==> config.mk <==
export PLATFORM = sky130hd
export DESIGN_NAME = loopback_test_seq_flat
export DESIGN_NICKNAME = d
export VERILOG_FILES = /design/src/rtl/loopback_test_seq_if.sv /design/src/rtl/loopback_test_seq.sv /design/src/flat_wrapper.sv
export SDC_FILE = /design/constraint.sdc
export NUM_CORES = 1
export LEC_CHECK = 0
export CORE_ASPECT_RATIO = 1.5
export CORE_MARGIN = 2
export CORE_UTILIZATION = 35
export DETAILED_ROUTE_END_ITERATION = 6
export SYNTH_ARGS = -nofsm -noshare
export SYNTH_HDL_FRONTEND = slang
export SYNTH_SLANG_ARGS = --single-unit
==> constraint.sdc <==
create_clock -name clk -period 2.8 [get_ports clk]
set_input_delay 0.28 -clock clk [delete_from_list [all_inputs] [get_ports clk]]
set_output_delay 0.28 -clock clk [all_outputs]
set_load 0.05 [all_outputs]
==> src/rtl/loopback_test_seq_if.sv <==
`default_nettype none
// ============================================================================
//  Module   : loopback_test_seq_if
//  Purpose  : Handshake/pin bundle between the loopback sequencer and its host.
//  Revision : 1.0 - initial release
// ============================================================================
interface loopback_test_seq_if #(
    parameter int WIDTH = 8
);
    logic             start;
    logic [WIDTH-1:0] rcv;
    logic [WIDTH-1:0] drv;
    logic             busy;
    logic             done;
    logic             pass;
    logic [7:0]       err_cnt;
    logic [WIDTH-1:0] fail_bit;

    modport master (
        output start, rcv,
        input  drv, busy, done, pass, err_cnt, fail_bit
    );

    modport slave (
        input  start, rcv,
        output drv, busy, done, pass, err_cnt, fail_bit
    );
endinterface
`default_nettype wire

==> src/rtl/loopback_test_seq.sv <==
`default_nettype none
// ============================================================================
//  Module   : loopback_test_seq
//  Purpose  : Walks a fixed vector set over the board loopback pins and
//             reports mismatching vectors and bit positions.
//  Revision : 1.0 - initial release
// ============================================================================
module loopback_test_seq #(
    parameter int WIDTH  = 8,
    parameter int SETTLE = 4,
    parameter int INVERT = 1
) (
    input  logic                    clk,
    input  logic                    rst,
    loopback_test_seq_if.slave      bus
);

    localparam int NV = 2 * WIDTH + 2;
    localparam int VW = $clog2(NV);
    localparam int CW = $clog2(SETTLE);

    localparam logic [VW-1:0] C_LAST_V   = VW'(NV - 1);
    localparam logic [VW-1:0] C_W_V      = VW'(WIDTH);
    localparam logic [VW-1:0] C_W2_V     = VW'(2 * WIDTH);
    localparam logic [CW-1:0] C_CNT_INIT = CW'(SETTLE - 1);

    typedef enum logic [1:0] {
        ST_IDLE   = 2'd0,
        ST_SETTLE = 2'd1,
        ST_CHECK  = 2'd2,
        ST_DONE   = 2'd3
    } state_t;

    state_t           state_q,    state_d;
    logic [VW-1:0]    v_q,        v_d;
    logic [CW-1:0]    cnt_q,      cnt_d;
    logic [WIDTH-1:0] drv_q,      drv_d;
    logic [7:0]       err_q,      err_d;
    logic [WIDTH-1:0] fail_q,     fail_d;
    logic             busy_q,     busy_d;
    logic             done_q,     done_d;
    logic             pass_q,     pass_d;
    logic [WIDTH-1:0] rcv_s1_q;
    logic [WIDTH-1:0] rcv_s_q;

    logic [WIDTH-1:0] w_exp;
    logic [WIDTH-1:0] w_mismatch;

    function automatic logic [WIDTH-1:0] vec_of(input logic [VW-1:0] v);
        logic [WIDTH-1:0] one;
        one = WIDTH'(1);
        if (v < C_W_V)
            vec_of = one << v;
        else if (v < C_W2_V)
            vec_of = ~(one << (v - C_W_V));
        else if (v == C_W2_V)
            vec_of = '0;
        else
            vec_of = '1;
    endfunction

    assign w_exp      = (INVERT != 0) ? ~drv_q : drv_q;
    assign w_mismatch = rcv_s_q ^ w_exp;

    always_comb begin
        state_d = state_q;
        v_d     = v_q;
        cnt_d   = cnt_q;
        drv_d   = drv_q;
        err_d   = err_q;
        fail_d  = fail_q;
        busy_d  = busy_q;
        done_d  = done_q;
        pass_d  = pass_q;

        case (state_q)
            ST_IDLE, ST_DONE: begin
                if (bus.start) begin
                    v_d     = '0;
                    drv_d   = vec_of('0);
                    cnt_d   = C_CNT_INIT;
                    err_d   = '0;
                    fail_d  = '0;
                    busy_d  = 1'b1;
                    done_d  = 1'b0;
                    pass_d  = 1'b0;
                    state_d = ST_SETTLE;
                end
            end
            ST_SETTLE: begin
                if (cnt_q == '0)
                    state_d = ST_CHECK;
                else
                    cnt_d = cnt_q - 1'b1;
            end
            ST_CHECK: begin
                // Count vectors, not bits; the counter pins at 255.
                if (w_mismatch != '0) begin
                    if (err_q != 8'hFF)
                        err_d = err_q + 8'd1;
                    fail_d = fail_q | w_mismatch;
                end
                if (v_q == C_LAST_V) begin
                    busy_d  = 1'b0;
                    done_d  = 1'b1;
                    pass_d  = (err_d == 8'd0);
                    state_d = ST_DONE;
                end else begin
                    v_d     = v_q + 1'b1;
                    drv_d   = vec_of(v_q + 1'b1);
                    cnt_d   = C_CNT_INIT;
                    state_d = ST_SETTLE;
                end
            end
            default: state_d = ST_IDLE;
        endcase
    end

    always_ff @(posedge clk or posedge rst) begin
        if (rst) begin
            state_q  <= ST_IDLE;
            v_q      <= '0;
            cnt_q    <= '0;
            drv_q    <= '0;
            err_q    <= '0;
            fail_q   <= '0;
            busy_q   <= 1'b0;
            done_q   <= 1'b0;
            pass_q   <= 1'b0;
            rcv_s1_q <= '0;
            rcv_s_q  <= '0;
        end else begin
            state_q  <= state_d;
            v_q      <= v_d;
            cnt_q    <= cnt_d;
            drv_q    <= drv_d;
            err_q    <= err_d;
            fail_q   <= fail_d;
            busy_q   <= busy_d;
            done_q   <= done_d;
            pass_q   <= pass_d;
            rcv_s1_q <= bus.rcv;
            rcv_s_q  <= rcv_s1_q;
        end
    end

    assign bus.drv      = drv_q;
    assign bus.busy     = busy_q;
    assign bus.done     = done_q;
    assign bus.pass     = pass_q;
    assign bus.err_cnt  = err_q;
    assign bus.fail_bit = fail_q;

endmodule
`default_nettype wire

==> src/flat_wrapper.sv <==
// flat-port wrapper written by rule: the top's interface ports become plain ports
module loopback_test_seq_flat 
#(
    parameter int WIDTH  = 8,
    parameter int SETTLE = 4,
    parameter int INVERT = 1
)
  (clk, rst, bus_start, bus_rcv, bus_drv, bus_busy, bus_done, bus_pass, bus_err_cnt, bus_fail_bit);
  loopback_test_seq_if #(.WIDTH(WIDTH)) bus_i ();
  input  logic clk;
  input  logic rst;
  input wire logic [$bits(bus_i.start)-1:0] bus_start;
  input wire logic [$bits(bus_i.rcv)-1:0] bus_rcv;
  output wire logic [$bits(bus_i.drv)-1:0] bus_drv;
  output wire logic [$bits(bus_i.busy)-1:0] bus_busy;
  output wire logic [$bits(bus_i.done)-1:0] bus_done;
  output wire logic [$bits(bus_i.pass)-1:0] bus_pass;
  output wire logic [$bits(bus_i.err_cnt)-1:0] bus_err_cnt;
  output wire logic [$bits(bus_i.fail_bit)-1:0] bus_fail_bit;
  assign bus_i.start = bus_start;
  assign bus_i.rcv = bus_rcv;
  assign bus_drv = bus_i.drv;
  assign bus_busy = bus_i.busy;
  assign bus_done = bus_i.done;
  assign bus_pass = bus_i.pass;
  assign bus_err_cnt = bus_i.err_cnt;
  assign bus_fail_bit = bus_i.fail_bit;
  loopback_test_seq #(.WIDTH(WIDTH), .SETTLE(SETTLE), .INVERT(INVERT)) u_core (.clk(clk), .rst(rst), .bus(bus_i));
endmodule
Yosys cells after proc, flatten, opt, wreduce, memory -nomap -nowiden
Index checks and enable logic that the tools add are counted.

word-level totals
  register bits after elaboration = 52
  input port bits = 11

cells by class
  add/subtract/negate cells = 4
  magnitude comparators = 2
  eq/ne operators = 12
  shift operators = 2
  mux-type cells = 32
  bitwise logic cells = 4
  reductions and logical operators = 12

operator list
  cell                   number
  $mux W8                10
  $pmux W8 S2            3
  $not A8 Y8             2
  $shl A1 B5 Y8 const A  2
  $mux W2                6
  $pmux W2 S3            2
  $reduce_and A3 Y1      4
  $eq A5 B5 Y1 const B   2
  $mux W5                2
  $pmux W5 S2            1
  $add A8 B1 Y8 const B  1
  $logic_not A8 Y1       1
  $ne A8 B8 Y1 const B   1
  $or A8 B8 Y8           1
  $reduce_bool A8 Y1     1
  $xor A8 B8 Y8          1
  $ne A2 B1 Y1 const B   3
  $ne A2 B2 Y1 const B   3
  $pmux W1 S2            3
  $add A5 B1 Y5 const B  1
  $lt A5 B4 Y1 const B   1
  $lt A5 B5 Y1 const B   1
  $mux W1                5
  $sub A5 B4 Y5 const B  1
  other kinds (7)        10

Logic depth before layout (Yosys ltp)
Gate-level depths: netlist of run 1.

  depth after elaboration = 8
  depth in mapped cells = 9

Worst setup path after synthesis of run 1
Ideal clock, no wire load.

  path type = register to register
  from = register u_core.err_q[0], in the netlist u_core.bus.err_cnt[0]
  to = register u_core.pass_q, in the netlist u_core.bus.pass
  library setup time = 104 ps
  data arrival time = 2204 ps
  required time = 2697 ps
  setup slack = 492 ps
  stages on the path, launching flop included = 9
  path buffers = 1
  cells stage by stage = dfrtp_1 ha_1 clkbuf_1 nand3_1 nor2_1 a21oi_2 a211oi_2 o32ai_1 o41ai_2

between the ends
  cells in the longest elaborated chain, start to end = 7
  elaborated cells on any way between the ends = 8

ends and longest elaborated chain
  item                                           line                                               source
  start: declaration                             loopback_test_seq.sv:38                            logic [7:0] err_q, err_d;
  start signal: assignment                       loopback_test_seq.sv:137                           err_q <= err_d;
  $add A8 B1 Y8 or $ne A8 B8 Y1 (tied branches)  loopback_test_seq.sv:100, loopback_test_seq.sv:99
  $mux W8                                        loopback_test_seq.sv:99                            if (err_q != 8'hFF)
  $mux W8 *                                      loopback_test_seq.sv:98                            if (w_mismatch != '0) begin
  $mux W8 *                                      loopback_test_seq.sv:76                            case (state_q)
  $logic_not A8 Y1 *                             loopback_test_seq.sv:106                           pass_d = (err_d == 8'd0);
  $mux W1 *                                      loopback_test_seq.sv:103                           if (v_q == C_LAST_V) begin
  $pmux W1 S2 *                                  loopback_test_seq.sv:76
  end signal: assignment                         loopback_test_seq.sv:141                           pass_q <= pass_d;
  end: declaration                               loopback_test_seq.sv:42                            logic pass_q, pass_d;

Every way passes the cells marked *; elsewhere a longest branch is shown, timed or not. The select of a mux whose other input is x is not followed.
A chain may end at the register's enable or synchronous reset.

Final worst setup path of run 1
  from = register u_core.v_q[0]
  to = register u_core.drv_q[2], in the netlist u_core.bus.drv[2]

between the ends
  cells in the longest elaborated chain, start to end = 8
  elaborated cells on any way between the ends = 16

ends and longest elaborated chain
  item                      line                      source
  start: declaration        loopback_test_seq.sv:35   logic [VW-1:0] v_q, v_d;
  start signal: assignment  loopback_test_seq.sv:134  v_q <= v_d;
  $add A5 B1 Y5             loopback_test_seq.sv:110  drv_d = vec_of(v_q + 1'b1);
  $sub A5 B4 Y5             loopback_test_seq.sv:55   vec_of = ~(one << (v - C_W_V));
  $shl A1 B5 Y8             loopback_test_seq.sv:55
  $not A8 Y8                loopback_test_seq.sv:55
  $mux W8                   loopback_test_seq.sv:54   else if (v < C_W2_V)
  $mux W8                   loopback_test_seq.sv:52   if (v < C_W_V)
  $mux W8                   loopback_test_seq.sv:103
  $pmux W8 S2               loopback_test_seq.sv:76
  end signal: assignment    loopback_test_seq.sv:136  drv_q <= drv_d;
  end: declaration          loopback_test_seq.sv:37   logic [WIDTH-1:0] drv_q, drv_d;

Several ways; a longest one is shown, not always the timed one. The select of a mux whose other input is x is not followed.

==> results of run 1 <==
[layer usage]
metal / vias to the layer above / share of wire
met3: 11 / 0.034
li1: 1009 / -
met4: 0 / 0.023
met2: 55 / 0.52
met5: - / 0
met1: 938 / 0.42
[logic make-up (layout without fill, tap and decap cells)]
| logic type | count (synthesis) | after routing | share of synthesized area |
|---|---|---|---|
| mux | 3 | 3 | 0.0118 |
| flops | 52 | 52 | 0.513 |
| xor+xnor | 13 | 13 | 0.0449 |
| simple gates | 77 | 77 | 0.152 |
| fa+ha+maj | 8 | 8 | 0.0395 |
| buf+inv | 19 | 60 | 0.0306 |
| compound gates | 84 | 84 | 0.208 |
[worst paths after layout]
| kind | from | end | slack [ns] | depth (start not counted) |
|---|---|---|---|---|
| min in group asynchronous | rst | u_core.state_q[0] | 0.46 | 2 |
| min reg2reg | u_core.rcv_s1_q[6] | u_core.rcv_s_q[6] | 0.35 | 0 |
| min | u_core.rcv_s1_q[6] | u_core.rcv_s_q[6] | 0.35 | 0 |
| max | u_core.v_q[0] | u_core.bus.drv[2] | 0.38 | 9 |
| max reg2reg | u_core.v_q[0] | u_core.bus.drv[2] | 0.38 | 9 |
| max in group asynchronous | rst | u_core.bus.fail_bit[4] | 1.66 | 3 |
[through the flow]
stage               utilization  total power, mW  std cells  setup WS [ns]
global placement          0.422             1.94        369          0.457
global route              0.435             2.54        377         0.0784
detailed placement        0.422             1.96        369          0.390
finish                    0.435             2.37        377          0.377
floorplan                     -             1.64        256          0.492
CTS                       0.434             2.40        377          0.368
[repair_timing]
| item | 4_1_cts | 5_1_grt |
|---|---|---|
| buffers inserted | 0 | 0 |
| hold endpoints to repair | 0 | 0 |
| endpoints found under the setup margin | 0 | 2 |
| gates resized for setup | 0 | 1 |
[layout by cell type (no fill, tap or decap), types with 3 or more instances in the layout]
cell | synthesis | routed
o41ai_1 | 3 | 3
buf_4 | 0 | 6
a22o_1 | 7 | 7
a21oi_1 | 24 | 24
nand3b_1 | 4 | 4
nand3_1 | 13 | 13
o21ai_0 | 18 | 18
dfrtp_1 | 52 | 52
mux2i_1 | 3 | 3
nor3_1 | 4 | 4
nand2_1 | 20 | 20
xnor2_1 | 11 | 11
clkbuf_8 | 0 | 5
o31ai_1 | 3 | 3
a31oi_1 | 4 | 4
nor2_1 | 19 | 19
ha_1 | 8 | 8
nand2b_1 | 4 | 4
clkdlybuf4s50_1 | 0 | 37
inv_1 | 8 | 7
o21ai_1 | 12 | 12
[layout make-up]
| cell class | instances | area (sq um) |
|---|---|---|
| Clock buffer | 5 | 68.8 |
| Clock inverter | 3 | 22.5 |
| Fill cell | 692 | 4030 |
| Inverter | 9 | 33.8 |
| Multi-Input combinational cell | 185 | 1160 |
| Sequential cell | 52 | 1300 |
| Tap cell | 80 | 100 |
| Timing Repair Buffer | 43 | 415 |
[state kept, by name, indices dropped and copies added, names as in the netlist]
name                 count
u_core.bus.pass          1
u_core.bus.err_cnt       8
u_core.rcv_s1_q          8
u_core.bus.drv           8
u_core.bus.fail_bit      8
u_core.rcv_s_q           8
u_core.bus.done          1
u_core.cnt_q             2
u_core.bus.busy          1
u_core.state_q           2
u_core.v_q               5
[where the power goes]
group,leakage (nW),switching [mW],internal [mW]
sequential,0.658,0.0937,0.863
combinational,0.557,0.642,0.339
clock,0.0485,0.256,0.180
total,1.26,0.992,1.38
==> impl_metrics.env, run 1 <==
export IMPL_crit_slowest_cell="dfrtp_1"
export IMPL_rsz0062_at_grt="false"
export IMPL_io_pins=38
export IMPL_run_status="finished, final reports clean"
export IMPL_placed_area_sq_mm=0.00301
export IMPL_layout_area_overhead_vs_synth_pct=22.5
export IMPL_grt_use_total=0.151
export IMPL_antenna_cells=0
export IMPL_finalCritPeriodShare=0.865
export IMPL_dr_first_iter_drc_count=121
export IMPL_drive_gt1_frac=0.0741
export IMPL_synth_top_area_frac=0.513
export IMPL_numCtsBuffers=5
export IMPL_maxCapViolCount=0
export IMPL_ctsHoldBuffers=0
export IMPL_insertion_delay_ns=0.31
export IMPL_cts_tree="yes"
export IMPL_first_global_vias=2011
export IMPL_synth_seq_area_share=0.513
export IMPL_yosys_warnings=0
export IMPL_drc=0
export IMPL_relSlewSlack=0.444
export IMPL_worstPathArrival_ns=2.62
export IMPL_die_h_um=108
export IMPL_busiest_layer="met2"
export IMPL_hold_viol=0
export IMPL_vias=2013
export IMPL_crit_required_ns=2.99
export IMPL_async_flop_share=1.00
export IMPL_worst_pin_slew_ns=0.833
export IMPL_syn_nets=275
export IMPL_ys_seq_elements=52
export IMPL_antenna_left=0
export IMPL_cp_cell_sequence="ha_1 -> nand3_1 -> xnor2_1 -> inv_2 -> ha_1 -> nand3b_1 -> o21ai_0 -> o21ai_0 -> a22o_1"
export IMPL_synth_top_area_cell="dfrtp_1"
export IMPL_die_x_um=73.5
export IMPL_syn_avg_cell_area_sq_um=9.90
export IMPL_globalRouteMet1Util=0.189
export IMPL_grt_remaining_overflow=0
export IMPL_clkTransAtPathRegs_ns=0.10
export IMPL_antenna_found_initial=0
export IMPL_io_buffers=37
export IMPL_critPathKind="reg -> reg"
export IMPL_synth_area_sq_mm=0.00253
export IMPL_crit_fanout=9
export IMPL_power_density_mw_per_mm2=764
export IMPL_cp_num_buf_inv=1
export IMPL_end_kind="flop"
export IMPL_hp_class="reg -> reg"
export IMPL_start_util=0.355
export IMPL_synth_top_cells_by_area="dfrtp_1 51%, a21oi_1 4.7%, ha_1 3.9%, xnor2_1 3.8%, o21ai_0 3.6%"
export IMPL_setup_worst_path_start_class="flop"
export IMPL_clock_root_buffer="clkbuf_8"
export IMPL_grt_start_max_net_pins=41
export IMPL_final_setup_viol_count=0
export IMPL_cts_sink_count=52
export IMPL_synthFlopType="dfrtp_1"
export IMPL_slew_violations=0
export IMPL_max_freq_mhz=413
export IMPL_finalWorstPathRequiredPeriod_ns=2.42
export IMPL_grt_pass1_wl_mm=9.40
export IMPL_yosysMostFrequentCell="dfrtp_1"
export IMPL_use_met3=0.0224
export IMPL_hpwl_mm=4.18
export IMPL_h_tree_depth=2
export IMPL_synth_common_cells="52 x dfrtp_1, 24 x a21oi_1, 20 x nand2_1"
export IMPL_coreArea_sq_mm=0.00713
export IMPL_cts_buffer_depth=2
export IMPL_leakagePower_nw=1.26
export IMPL_row_count=38
export IMPL_drt_total_wl_mm=5.57
export IMPL_synth_cell_type_count=42
export IMPL_die_area_sq_mm=0.00795
export IMPL_fin_setup_tns_ns=0
export IMPL_final_area_sq_mm=0.00311
export IMPL_place_congestion=0.875
export IMPL_holdWs_ns=0.347
export IMPL_finalNetCount=315
export IMPL_grt_use_met2=0.255
export IMPL_synthCells=256
export IMPL_wl_per_cell_um=14.8
export IMPL_crit_family="adder cells"
export IMPL_vdd_ir_drop_max_uv=327
export IMPL_finClkSkew_ns=0.0108
export IMPL_max_stage_delay_ns=0.48
export IMPL_synth_edff_count=0
export IMPL_drtPass1Iterations=4
export IMPL_vias_per_cell=5.34
Power figures use the tool's default switching activity.
==> inputs of run 2 (changes only) <==
--- a/config.mk
+++ b/config.mk
@@ -5,10 +5,11 @@
 export SDC_FILE = /design/constraint.sdc
 export NUM_CORES = 1
 export LEC_CHECK = 0
-export CORE_ASPECT_RATIO = 1.5
+export CORE_ASPECT_RATIO = 0.6
 export CORE_MARGIN = 2
-export CORE_UTILIZATION = 35
+export CORE_UTILIZATION = 32
 export DETAILED_ROUTE_END_ITERATION = 6
+export PLACE_DENSITY_LB_ADDON = 0.3
 export SYNTH_ARGS = -nofsm -noshare
 export SYNTH_HDL_FRONTEND = slang
 export SYNTH_SLANG_ARGS = --single-unit
==> run 2 against run 1 <==
Final cell count up 7.2%. Global-route usage decreased by 0.30 points. Sequential cell count is the same. Largest cell class unchanged. Clock-buffer cell count rose by 1. Highest routed layer unchanged. Die area rose by 9.0%.
==> impl_metrics.env, run 2 (synthesis results as in run 1) <==
export IMPL_max_freq_mhz=411
export IMPL_crit_reg2reg_launch="u_core.v_q[0]"
export IMPL_first_global_vias=1914
export IMPL_insertion_delay_ns=0.29
export IMPL_rsz0062_at_grt="false"
export IMPL_final_cell_mix="52 x dfrtp_1, 37 x clkdlybuf4s50_1, 24 x a21oi_1, 20 x nand2_1, 19 x nor2_1"
export IMPL_relSlewSlack=0.566
export IMPL_grt_use_total=0.148
export IMPL_final_setup_viol_count=0
export IMPL_dpl_worst_slack_ns=0.385
export IMPL_critPathKind="reg -> reg"
export IMPL_drt_total_wl_mm=5.87
export IMPL_layout_commonest_cell="dfrtp_1"
export IMPL_finalNetCount=314
export IMPL_hp_class="reg -> reg"
export IMPL_fillers=739
export IMPL_cts_sink_count=52
export IMPL_wl_met1_mm=3.15
export IMPL_finClkSkew_ns=0.00463
export IMPL_cts_buffer_depth=2
export IMPL_run_status="finished, final reports clean"
export IMPL_reg2reg_to="u_core.bus.drv[6]"
export IMPL_die_h_um=72.9
export IMPL_antenna_left=0
export IMPL_holdPathStages=0
export IMPL_postCtsSetupBuffers=0
export IMPL_die_x_um=119
export IMPL_slew_violations=0
export IMPL_clkTransAtPathRegs_ns=0.07
export IMPL_cts_resized=0
export IMPL_io_buffers=37
export IMPL_crit_required_ns=2.99
export IMPL_clock_root_buffer="clkbuf_16"
export IMPL_place_congestion=0.842
export IMPL_vias_per_cell=5.10
export IMPL_dr_wl_met3_um=389
export IMPL_grt_start_max_net_pins=53
export IMPL_vias=2059
export IMPL_numCtsBuffers=5
export IMPL_multi_input_area_sq_mm=0.00116
export IMPL_crit_fanout=9
export IMPL_maxCapViolCount=0
export IMPL_grt_pass1_wl_mm=10.1
export IMPL_hold_viol=0
export IMPL_setup_worst_path_start_class="flop"
export IMPL_seq_area_sq_mm=0.00130
export IMPL_die_area_sq_mm=0.00867
export IMPL_worstPathArrival_ns=2.62
export IMPL_antenna_cells=0
export IMPL_fin_setup_tns_ns=0
export IMPL_whs_endpoint="u_core.rcv_s_q[0]"
export IMPL_top_layer="met4"
export IMPL_reg2reg_setup_slack_ns=0.37
export IMPL_io_pins=38
export IMPL_crit_path_start="u_core.v_q[0]"
export IMPL_worst_pin_slew_ns=0.650
export IMPL_coreArea_sq_mm=0.00779
export IMPL_drc=0
export IMPL_h_tree_depth=2
export IMPL_drive_gt1_frac=0.0709
export IMPL_setup_ws_ns=0.366
export IMPL_finalCritPeriodShare=0.869
export IMPL_leakagePower_nw=1.28
export IMPL_antenna_found_initial=0
export IMPL_hpwl_mm=4.12
export IMPL_drtPass1Iterations=5
export IMPL_wl_per_cell_um=14.5
export IMPL_wl_met2_mm=2.28
export IMPL_worstHoldStart="u_core.rcv_s1_q[0]"
export IMPL_vdd_ir_drop_max_uv=235
export IMPL_ctsHoldBuffers=0
export IMPL_grt_remaining_overflow=0
export IMPL_end_kind="flop"
export IMPL_cts_tree="yes"
export IMPL_dr_first_iter_drc_count=273
export IMPL_row_count=25
export IMPL_start_util=0.325
export IMPL_r2r_cells=9
export IMPL_layout_area_overhead_vs_synth_pct=26.1
export IMPL_power_density_mw_per_mm2=809
export IMPL_finalWorstPathRequiredPeriod_ns=2.43
==> run 2: cell count changes in the layout (fill, tap and decap cells not counted), sizes merged <==
| cell | before | now |
|---|---|---|
| clkinv | 2 | 0 |
| clkinvlp | 0 | 2 |
| buf | 6 | 5 |
| clkbuf | 5 | 6 |
| inv | 10 | 9 |
==> run 2: per-stage QoR <==
step           hold WS [ns]  power (mW)  utilization  instances  cell area [sq um]
6_report              0.350        2.58        0.410        404               3200
5_1_grt               0.357        2.76        0.410        404               3200
4_1_cts               0.350        2.60        0.409        404               3190
3_5_place_dp          0.336        1.96        0.390        396               3030
3_3_place_gp          0.334        1.95        0.390        396               3030
2_1_floorplan         0.311        1.64            -        256               2530
==> run 2: report_power, final <==
group / switching (mW) / internal, mW / total [mW] / leakage [nW]
Sequential: 0.0914 / 0.865 / 0.956 / 0.658
Combinational: 0.661 / 0.340 / 1.00 / 0.552
Clock: 0.271 / 0.356 / 0.627 / 0.0691
==> run 2: per-layer routing <==
layer / vias to the layer above / GRT usage
met1: 968 / 0.239
met4: 0 / 0.0370
met2: 77 / 0.190
met3: 8 / 0.0391
met5: - / 0
li1: 1006 / -
==> run 2: worst max path at each step <==
stage                             end  slack, ns  cells after the start
global placement    u_core.bus.drv[4]       0.44                      9
finish              u_core.bus.drv[6]       0.37                      9
detailed placement  u_core.bus.drv[6]       0.39                      9
floorplan             u_core.bus.pass       0.49                      8
CTS                 u_core.bus.drv[6]       0.36                      9
global route        u_core.bus.drv[6]       0.05                      9
==> run 2: critical path, cell delays in order (launching register included) <==
cell	delay, ns
dfrtp_1	0.46
ha_1	0.34
nand3_1	0.13
xnor2_1	0.32
inv_2	0.11
ha_1	0.33
nand3b_1	0.15
o21ai_0	0.17
o21ai_0	0.11
a22o_1	0.21
==> run 2: area by class of cell <==
type | instances | share of cell area
clock buffer | 6 | 0.0435
clock inverter | 2 | 0.00470
inverter | 9 | 0.0106
multi-input combinational | 185 | 0.364
sequential | 52 | 0.407
tap | 108 | 0.0423
timing repair buffer | 42 | 0.128
==> RTL change: new RTL, flow settings as in run 2 <==
Reset style: synchronous (`rst`), changed in one clocked block.
--- a/src/rtl/loopback_test_seq.sv
+++ b/src/rtl/loopback_test_seq.sv
@@ -116,7 +116,7 @@
         endcase
     end
 
-    always_ff @(posedge clk or posedge rst) begin
+    always_ff @(posedge clk) begin
         if (rst) begin
             state_q  <= ST_IDLE;
             v_q      <= '0;
Behaviour: differs if rst is asserted again (counterexample within 4 cycles, from zero or initial values and one cycle with rst high); with rst held inactive, the same outputs for 10 cycles.
==> RTL change against run 2 <==
Wire length increased by 5.8%; area after synthesis decreased by 2.6%; non-clock buffer count unchanged; cell area decreased by 3.1%; setup slack improved by 0.078 ns; clock skew about the same; sequential cell count unchanged; largest cell class is now multi-input combinational cells.
Power is not compared: it rests on default switching activity, and its combinational part moved more than twofold at a synthesized area within 25%.
==> RTL change: results (changes against run 2) <==
Worst setup path
  • Reg2reg path depth: 7 (-2)
  • Crit path largest cell delay: 0.39 ns (-0.07 ns)
  • Critical R2R Launch: u_core.state_q[0]$_SDFFE_PP0P_
  • CP Data Arrival Time: 2.56 ns (-0.06 ns)
  • Critical path endpoint: u_core.bus.drv[3]$_SDFFE_PP0P_
  • R2r setup slk: 0.44 ns (+0.08 ns)
  • Worst-path cell with the longest stage delay: nor3_1

Finish
  • ClkCell Share: 0.0493 (+0.00111)
  • Filler cells: 712 (-3.7%)
  • Layout cells sized above 1: 0.0518 (-0.0191)
  • Non-Clock Inverter Count: 14 (+5)
  • Signal buf overhead: 0.132 (+0.00402)
  • Multi-input logic cell count: 212 (+15%)
  • Seq area share: 0.336 (-0.0712)
  • Final Net Count: 346 (+10%)
  • Multi-input combinational area share: 0.424 (+0.0599)

Global routing
  • Met2 Track Usage GR: 0.216 (+0.0261)
  • Met3 Resource Use GR: 0.0362 (-0.00290)
  • GRT Total Usage: 0.150 (+0.00232)
  • Vias in the first global route: 2071 (+8.2%)
  • Largest net degree at the start of global routing: 20 (-62%)
  • Global-route wire length before repair: 10300 um (+2.5%)

Run status
  • Outcome: finished clean

Logic synthesis
  • Ys async rst share: 0 (-1.00)
  • Seq/Total Area, Yosys: 0.421 (-0.0918)
  • Ys flop type: dfxtp_1
  • Area contributors post-synth: dfxtp_1 (42%), nor2_1 (4.9%), a21oi_1 (4.7%)
  • Syn nets: 311 (+13%)

Drt
  • DRT iter0 DRCs: 201 (-26%)
  • DRT Pass-1 Iters: 4 (-1)
  • DRT Wirelength: 6210 um (+5.8%)
  • Met3 wire length: 396 um (+1.8%)
  • Vias per cell: 5.17 (+1.4%)

STA
  • Worst Max-Slew Pin Slew: 0.659 ns (+0.00827 ns)
  • Layout Skew: 0.00415 ns (-0.000479 ns)
  • Hold_ws: 0.444 ns (+0.0936 ns)

Hold path
  • Hold EP: u_core.rcv_s_q[5]$_SDFF_PP0_
  • WHS Path Cells: 1 (+1)

Placement
  • Routability Congestion: 0.885 (+5.1%)
RTL change: changes by cell type after synthesis, sizes merged, moves of 4 or more:
cell,before,now
a22o,7,0
o221ai,0,7
dfrtp,52,0
inv,9,14
nor2,19,32
nand2,20,24
nor2b,2,16
a211oi,1,8
nand3,13,9
dfxtp,0,52
clkbuf,5,11
o21ai,30,10
RTL change: stage by stage:
step                worst slack [ns]  utilization  power (W)  cells  cell area, sq um
global placement               0.555        0.400    0.00116    424              2950
global route                   0.183        0.421    0.00186    432              3100
floorplan                      0.517            -    0.00105    292              2470
finish                         0.444        0.421    0.00179    432              3100
CTS                            0.459        0.421    0.00180    432              3100
detailed placement             0.469        0.400    0.00117    424              2950
RTL change: cell families after synthesis:
kind of cell	share of synthesized area
muxes	0.00811
xor gates and xnor gates	0.0426
and+or+nand+nor	0.237
AOI/OAI and AO/OA	0.204
adders and majority gates	0.0405
DFF	0.421
buffers and inverters	0.0466
